### src/rtl/prog_loader.sv
// prog_loader: receives a framed byte stream and writes its payload into RAM
// while holding the CPU stopped.
// Frame: SYNC_BYTE, start address, length (0 = 256), data bytes, and
// optionally a trailing checksum byte.
// Optional feature macro: PROG_LOADER_CHECKSUM_EN. When it is defined, the
// CSUM state and the 8-bit additive checksum check are built in. When it is
// undefined, a frame ends after its last data byte.
module prog_loader #(
    parameter int          TIMEOUT_CYCLES = 65535,
    parameter logic [7:0]  SYNC_BYTE      = 8'hA5
) (
    input  logic       clk,
    input  logic       rst,
    input  logic [7:0] rx_data,
    input  logic       rx_valid,
    output logic       rx_ready,
    output logic       wr_enable,
    output logic [7:0] addr_bus,
    output logic [7:0] wdata,
    output logic       cpu_run,
    output logic       load_err,
    output logic       busy
);

    // Idle counter width: it only needs to count up to TIMEOUT_CYCLES-1.
    localparam int CW = (TIMEOUT_CYCLES > 1) ? $clog2(TIMEOUT_CYCLES) : 1;
    localparam logic [CW-1:0] TO_LAST = CW'(TIMEOUT_CYCLES - 1);

`ifdef PROG_LOADER_CHECKSUM_EN
    typedef enum logic [2:0] {
        IDLE = 3'd0,
        ADDR = 3'd1,
        LEN  = 3'd2,
        DATA = 3'd3,
        CSUM = 3'd4
    } state_t;
`else
    typedef enum logic [2:0] {
        IDLE = 3'd0,
        ADDR = 3'd1,
        LEN  = 3'd2,
        DATA = 3'd3
    } state_t;
`endif

    state_t        state_r;
    logic [7:0]    ptr_r;        // next RAM write address
    logic [8:0]    cnt_r;        // data bytes still expected (1..256)
    logic [CW-1:0] idle_cnt_r;   // consecutive busy cycles with no accepted byte
    logic          done_pend_r;  // frame finished; release the CPU on the next cycle
    logic          accept_s;

`ifdef PROG_LOADER_CHECKSUM_EN
    logic [7:0]    sum_r;        // running mod-256 sum of address, length and data

    // Adds one byte into the running 8-bit checksum.
    function automatic logic [7:0] csum_add(input logic [7:0] sum, input logic [7:0] b);
        return sum + b;
    endfunction
`endif

    // A byte transfers whenever the sender offers one and we are out of reset.
    assign accept_s = rx_valid & rx_ready;

    // Frame FSM, RAM write strobe, CPU release and timeout supervision.
    always_ff @(posedge clk or posedge rst) begin
        if (rst) begin
            state_r     <= IDLE;
            rx_ready    <= 1'b0;
            wr_enable   <= 1'b0;
            addr_bus    <= 8'd0;
            wdata       <= 8'd0;
            cpu_run     <= 1'b0;
            load_err    <= 1'b0;
            busy        <= 1'b0;
            ptr_r       <= 8'd0;
            cnt_r       <= 9'd0;
            idle_cnt_r  <= {CW{1'b0}};
            done_pend_r <= 1'b0;
`ifdef PROG_LOADER_CHECKSUM_EN
            sum_r       <= 8'd0;
`endif
        end else begin
            rx_ready  <= 1'b1;
            wr_enable <= 1'b0;

            // The write pulse of the last byte has gone out; now let the CPU run.
            if (done_pend_r) begin
                cpu_run     <= 1'b1;
                done_pend_r <= 1'b0;
            end else begin
                done_pend_r <= 1'b0;
            end

            if (state_r == IDLE) begin
                idle_cnt_r <= {CW{1'b0}};
                // A new frame overrides any CPU release still pending.
                if (accept_s && (rx_data == SYNC_BYTE)) begin
                    state_r     <= ADDR;
                    busy        <= 1'b1;
                    cpu_run     <= 1'b0;
                    load_err    <= 1'b0;
                    done_pend_r <= 1'b0;
`ifdef PROG_LOADER_CHECKSUM_EN
                    sum_r       <= 8'd0;
`endif
                end else begin
                    state_r <= IDLE;
                end
            end else if (accept_s) begin
                idle_cnt_r <= {CW{1'b0}};
                case (state_r)
                    ADDR: begin
                        ptr_r   <= rx_data;
`ifdef PROG_LOADER_CHECKSUM_EN
                        sum_r   <= csum_add(sum_r, rx_data);
`endif
                        state_r <= LEN;
                    end
                    LEN: begin
                        cnt_r   <= (rx_data == 8'd0) ? 9'd256 : {1'b0, rx_data};
`ifdef PROG_LOADER_CHECKSUM_EN
                        sum_r   <= csum_add(sum_r, rx_data);
`endif
                        state_r <= DATA;
                    end
                    DATA: begin
                        wr_enable <= 1'b1;
                        addr_bus  <= ptr_r;
                        wdata     <= rx_data;
                        ptr_r     <= ptr_r + 8'd1;
                        cnt_r     <= cnt_r - 9'd1;
`ifdef PROG_LOADER_CHECKSUM_EN
                        sum_r     <= csum_add(sum_r, rx_data);
`endif
                        if (cnt_r == 9'd1) begin
`ifdef PROG_LOADER_CHECKSUM_EN
                            state_r     <= CSUM;
`else
                            state_r     <= IDLE;
                            busy        <= 1'b0;
                            done_pend_r <= 1'b1;
`endif
                        end else begin
                            state_r <= DATA;
                        end
                    end
`ifdef PROG_LOADER_CHECKSUM_EN
                    CSUM: begin
                        state_r <= IDLE;
                        busy    <= 1'b0;
                        if (rx_data == sum_r) begin
                            cpu_run  <= 1'b1;
                            load_err <= 1'b0;
                        end else begin
                            cpu_run  <= 1'b0;
                            load_err <= 1'b1;
                        end
                    end
`endif
                    default: begin
                        state_r <= IDLE;
                        busy    <= 1'b0;
                    end
                endcase
            end else if (idle_cnt_r == TO_LAST) begin
                // The sender went quiet mid-frame: abandon it and flag the error.
                state_r     <= IDLE;
                busy        <= 1'b0;
                load_err    <= 1'b1;
                cpu_run     <= 1'b0;
                done_pend_r <= 1'b0;
                idle_cnt_r  <= {CW{1'b0}};
            end else begin
                idle_cnt_r <= idle_cnt_r + {{(CW-1){1'b0}}, 1'b1};
            end
        end
    end

endmodule

### config.mk
export PLATFORM = sky130hd
export DESIGN_NAME = prog_loader
export DESIGN_NICKNAME = d
export VERILOG_FILES = /design/src/rtl/prog_loader.sv
export SDC_FILE = /design/constraint.sdc
export NUM_CORES = 1
export LEC_CHECK = 0
export BUFFER_PORTS_ARGS = -buffer_cell sky130_fd_sc_hd__buf_2
export CAP_MARGIN = 15
export CORE_MARGIN = 2
export CORE_UTILIZATION = 40
export CTS_CLUSTER_SIZE = 40
export DETAILED_ROUTE_END_ITERATION = 7
export PLACE_DENSITY = 0.6
export SLEW_MARGIN = 25
export SYNTH_ARGS = -nofsm -noshare
export SYNTH_HDL_FRONTEND = slang
export SYNTH_SLANG_ARGS = --single-unit
### constraint.sdc
create_clock -name clk -period 2.35 [get_ports clk]
set_input_delay 0.1175 -clock clk [delete_from_list [all_inputs] [get_ports clk]]
set_output_delay 0.1175 -clock clk [all_outputs]
set_load 0.005 [all_outputs]
==> Yosys cells after proc, flatten, opt, wreduce, memory -nomap -nowiden <==
Index checks and enable logic that the tools add are counted.
Widths: inputs -> output; s select.
{ "word_totals": {"mem_bits_rw": 0, "input_bits": 11, "elab_cells": 74, "register_bits": 58, "out_inout_bits": 21, "latchBits": 0, "n_memories": 0, "mem_bits_ro": 0} }
{ "op_classes": {"shifts": 0, "mul": 0, "order_cmp": 0, "n_bitwise": 2, "muxes": 34, "n_addsub": 3, "n_reduce_logical": 13, "div": 0, "n_eq_ne": 10} }
{ "op_table": {"columns": ["cell", "n"], "rows": [
  ["$mux 16", 3],
  ["$mux 1", 22],
  ["$pmux 9 s2", 1],
  ["$add 16x1->16 const B", 1],
  ["$eq 16x16->1 const B", 1],
  ["$pmux 8 s2", 1],
  ["$reduce_and 3->1", 4],
  ["$eq 9x1->1 const B", 1],
  ["$mux 3", 3],
  ["$mux 9", 1],
  ["$sub 9x1->9 const B", 1],
  ["$add 8x1->8 const B", 1],
  ["$eq 8x8->1 const B", 1],
  ["$logic_not 8->1", 1],
  ["$eq 3x2->1 const B", 2],
  ["$pmux 2 s3", 1],
  ["$reduce_bool 2->1", 3],
  ["$ne 2x1->1 const B", 2],
  ["$ne 4x4->1 const B", 1],
  ["$reduce_and 4->1", 1],
  ["$eq 3x1->1 const B", 1],
  ["$logic_not 3->1", 1],
  ["$ne 3x2->1 const B", 1],
  ["$reduce_bool 3->1", 1],
  ["6 further kinds", 6]
]} }

==> Longest topological paths before layout <==
{ "depth": {"word_depth": 5, "depth_mapped": 8, "ltp_nobuf": 7} }

==> Worst setup path after synthesis <==
OpenSTA, ideal clock, no wires.
{ "synth_timing": {"path_type": "reg2reg", "from": "reg state_r[1]", "to": "reg state_r[0]", "setup_time_ns": 0.124, "path_slack_ns": 0.247, "period_less_slack_ns": 2.103, "arrival_time_ns": 1.979, "stages_incl_launch_ff": 9, "path_buffers": 1, "t_required_ns": 2.226, "path_cell_list": "dfrtp_1 > inv_1 > ha_1 > and3b_1 > clkbuf_1 > nand2_1 > inv_1 > a221o_1 > a211o_1"} }
{ "synth_between": {"elab_chain_cells": 4, "elab_cells_between_ends": 8, "classes_between": "eq/ne (3); mux (3); reduce/logical (2)"} }
{ "synth_rtl": {"columns": ["item", "line_no", "text"], "rows": [
  ["from (decl)", "46", "state_t state_r;"],
  ["from (signal assigned)", "68", "state_r <= IDLE;"],
  ["from (signal assigned)", "99", "state_r <= ADDR;"],
  ["from (signal assigned)", "108", "state_r <= IDLE;"],
  ["$eq 3x2->1 / $eq 3x1->1 (equally long branches)", "112", "case (state_r)"],
  ["$pmux 2 s3", "112", null],
  ["$mux 3", "110", "end else if (accept_s) begin"],
  ["$mux 3", "95", "if (state_r == IDLE) begin"]
]} }
Several ways; a longest one is shown, not always the timed one.
A chain may end at the register's enable or synchronous reset.

==> Worst setup path in the final report <==
{ "layout_timing": {"from": "reg idle_cnt_r[9]", "to": "reg state_r[1]"} }
{ "layout_between": {"elab_chain_cells": 2} }
{ "layout_rtl": {"columns": ["item", "line_no", "text"], "rows": [
  ["from (decl)", "49", "logic [CW-1:0] idle_cnt_r;"],
  ["from (signal assigned)", "78", "idle_cnt_r <= {CW{1'b0}};"],
  ["from (signal assigned)", "96", "idle_cnt_r <= {CW{1'b0}};"],
  ["from (signal assigned)", "111", "idle_cnt_r <= {CW{1'b0}};"],
  ["$eq 16x16->1", "166", "end else if (idle_cnt_r == TO_LAST) begin"],
  ["$reduce_bool 3->1 (no source line)", null, null],
  ["to (signal assigned)", "145", "state_r <= DATA;"],
  ["to (signal assigned)", "162", "state_r <= IDLE;"],
  ["to (signal assigned)", "168", "state_r <= IDLE;"]
]} }
No other way between the ends.

==> metrics.yaml <==
logic_synthesis:
  syn_area_sq_mm: 0.00286
  synth.avg_cell_area_sq_um: 10.3
  synthArstFlopShare: 1.00
  ys_types: 42
  ys_warn_count: 0
  ys_ff_latch: 57
  synth_edf_count: 0
  syn_inst: 277
  syn-num-nets: 297
  synth_top_flop_cell: "dfrtp_1"
  synth_seq_area_share: 0.499
clock_network:
  h-tree-depth: 3
  clockBufferDepth: 2
  cts-root-buf: "clkbuf_8"
  cts_resized: 0
  cts.clk_slew.worst_paths_ps: 70
  cts_tree: "built"
  cts.sinks: 57
  numCtsBuffers: 9
  clk_latency_ps: 340
finish:
  layout_commonest_cell: "dfrtp_1"
  diodes: 0
  fillCellCount: 615
  area_growth_pct: 20.5
  post-route-cell-area_sq_mm: 0.00344
  drive_gt1_frac: 0.248
  fin_util: 0.501
  multi_input_area_sq_mm: 0.00133
  final_nets: 338
  seqCellArea_sq_mm: 0.00143
  fin_cells: 419
  mostFrequentLayoutCells: "dfrtp_1 (57), buf_2 (31), nor2_1 (30)"
timing:
  rsz0062_at_grt: "false"
  hold_viol: 0
  fin_tns_setup_ps: 0
  slew_headroom: 0.557
  maxSlewViolCount: 0
  finalClockSkew_ps: 5.59
  setup_ws_ps: 394
  fin_crit_ps: 1960
  max_freq_ghz: 0.511
  fin_crit_sh: 0.832
  setup_viol: 0
  worstMarginPinSlew_ps: 664
job:
  max_cap_viol_count: 0
worst_setup_path:
  required_ps: 2580
  worstPathArrival_ps: 2180
  crit_start: "idle_cnt_r[9]"
  crit_path_cell_trace: "nand3_2 > or4_4 > a221o_1 > a211o_1"
  crit_family: "compound AO/OA/AOI/OAI gates"
  start_kind: "flip-flop"
  critPathBufInv: 0
  max_stage_delay_ps: 570
  end_kind: "flip-flop"
  critical_path_class: "reg -> reg"
  reg2reg_from: "idle_cnt_r[9]"
  crit_slowest_cell: "or4_4"
  cp_max_fo: 5
drt:
  remaining_drc_errors: 0
  viasPerCell: 5.17
  drt_first_pass_iters: 6
  vias: 2166
  wl_per_cell_um: 14.1
  wirelength_um: 5920
  drt_iter0_drc: 121
  antenna_left: 0
grt:
  grt_usage: 0.176
  grt_first_pass_wirelength_um: 10500
  grt_max_degree: 32
  antenna_found_initial: 0
  overflow: 0
  grt_pass1_vias: 2206
die:
  rows: 30
  die-area_sq_mm: 0.00784
  die_width_um: 88.5
  core_area_sq_mm: 0.00687
  fp.dieH_um: 88.5
  initial_core_util: 0.416
  io_pins: 32
placed_design:
  placedCellCount: 402
  pre_cts_slack_ps: 398
  gp_congestion: 0.847
  io_buffers: 31
  dp.final_hpwl_um: 4270
  placed_area_sq_mm: 0.00317
power:
  p_leak_nw: 1.65
  power_density_mw_per_mm2: 649
  vdd_drop_max_uv: 412
worst_hold_path:
  hp-class: "in -> reg"
  min_from: "rx_data[7]"
status:
  status: "completed"
[report_power, final]
group          switching (mW)  internal [mW]
clock network           0.394          0.791
registers             0.00209          0.985
logic                  0.0408         0.0213
[metrics by stage]
| stage | hold slack, ps | total power [mW] |
|---|---|---|
| 6_report | 43.8 | 2.23 |
| 4_1_cts | 39.1 | 2.27 |
| 3_3_place_gp | 248 | 1.07 |
| 3_5_place_dp | 264 | 1.07 |
| 5_1_grt | 42.3 | 2.31 |
| 2_1_floorplan | 268 | 1.03 |
[state kept, by name (all words and copies together), names as in the netlist, 2 cells and up]
name,count
cnt_r,9
state_r,2
wdata,8
addr_bus,8
ptr_r,8
idle_cnt_r,16
[repair_timing]
action	CTS	global route
hold buffers	1	0
endpoints found under the hold margin	30	0
buffers inserted	0	0
[area by class of cell]
cell class	instances	area share
well taps	96	0.0349
multi-input cells	194	0.387
clock inverters	4	0.0283
clock buffers	12	0.0480
inverters	15	0.0164
flip-flops and latches	57	0.414
repair buffers	41	0.0712
[metal layers]
metal	global-route usage	share of wire	vias to the layer above
li1	-	-	1078
met2	0.287	0.51	24
met3	0.0588	0.030	8
met1	0.221	0.45	1056
met5	0	0	-
met4	0.0620	0.012	0
[worst paths after layout]
check                                 to  slack (ps)  cells past startpoint
min in group asynchronous  idle_cnt_r[2]         410                      3
min reg2reg                     wdata[0]         490                      2
max reg2reg                   state_r[1]         390                      4
max in group asynchronous       ptr_r[5]        1350                      4
max                           state_r[1]         390                      4
min                             wdata[7]          40                      2
[cells by family (layout without fill, tap and decap cells)]
logic type	after synthesis	after routing	share of synthesized area
xor gates and xnor gates	13	13	0.0398
buffers and inverters	26	72	0.0346
DFF	57	57	0.499
muxes	18	18	0.0701
and+or+nand+nor	94	94	0.167
other	1	1	0.00131
AOI/OAI and AO/OA	59	59	0.148
adders and majority gates	9	9	0.0394
[cells in the mapped netlist (all sizes together), types with 2 or more instances]
cell,number,area share
xnor2,9,0.028
a41oi,3,0.0092
o21ba,2,0.0070
nor4,6,0.015
and3,7,0.015
a211o,2,0.0061
inv,15,0.020
dfrtp,57,0.50
xor2,4,0.012
o22a,13,0.040
o21ai,10,0.018
o31ai,2,0.010
ha,9,0.039
nand4,5,0.016
nand2,16,0.021
clkbuf,8,0.011
nand3,17,0.032
a21oi,12,0.021
a21o,2,0.0053
nor3,8,0.014
buf,3,0.0044
mux2,16,0.063
nor2,30,0.039
mux2i,2,0.0070
a31oi,8,0.018
No activity file was read; power rests on OpenSTA's default activity.
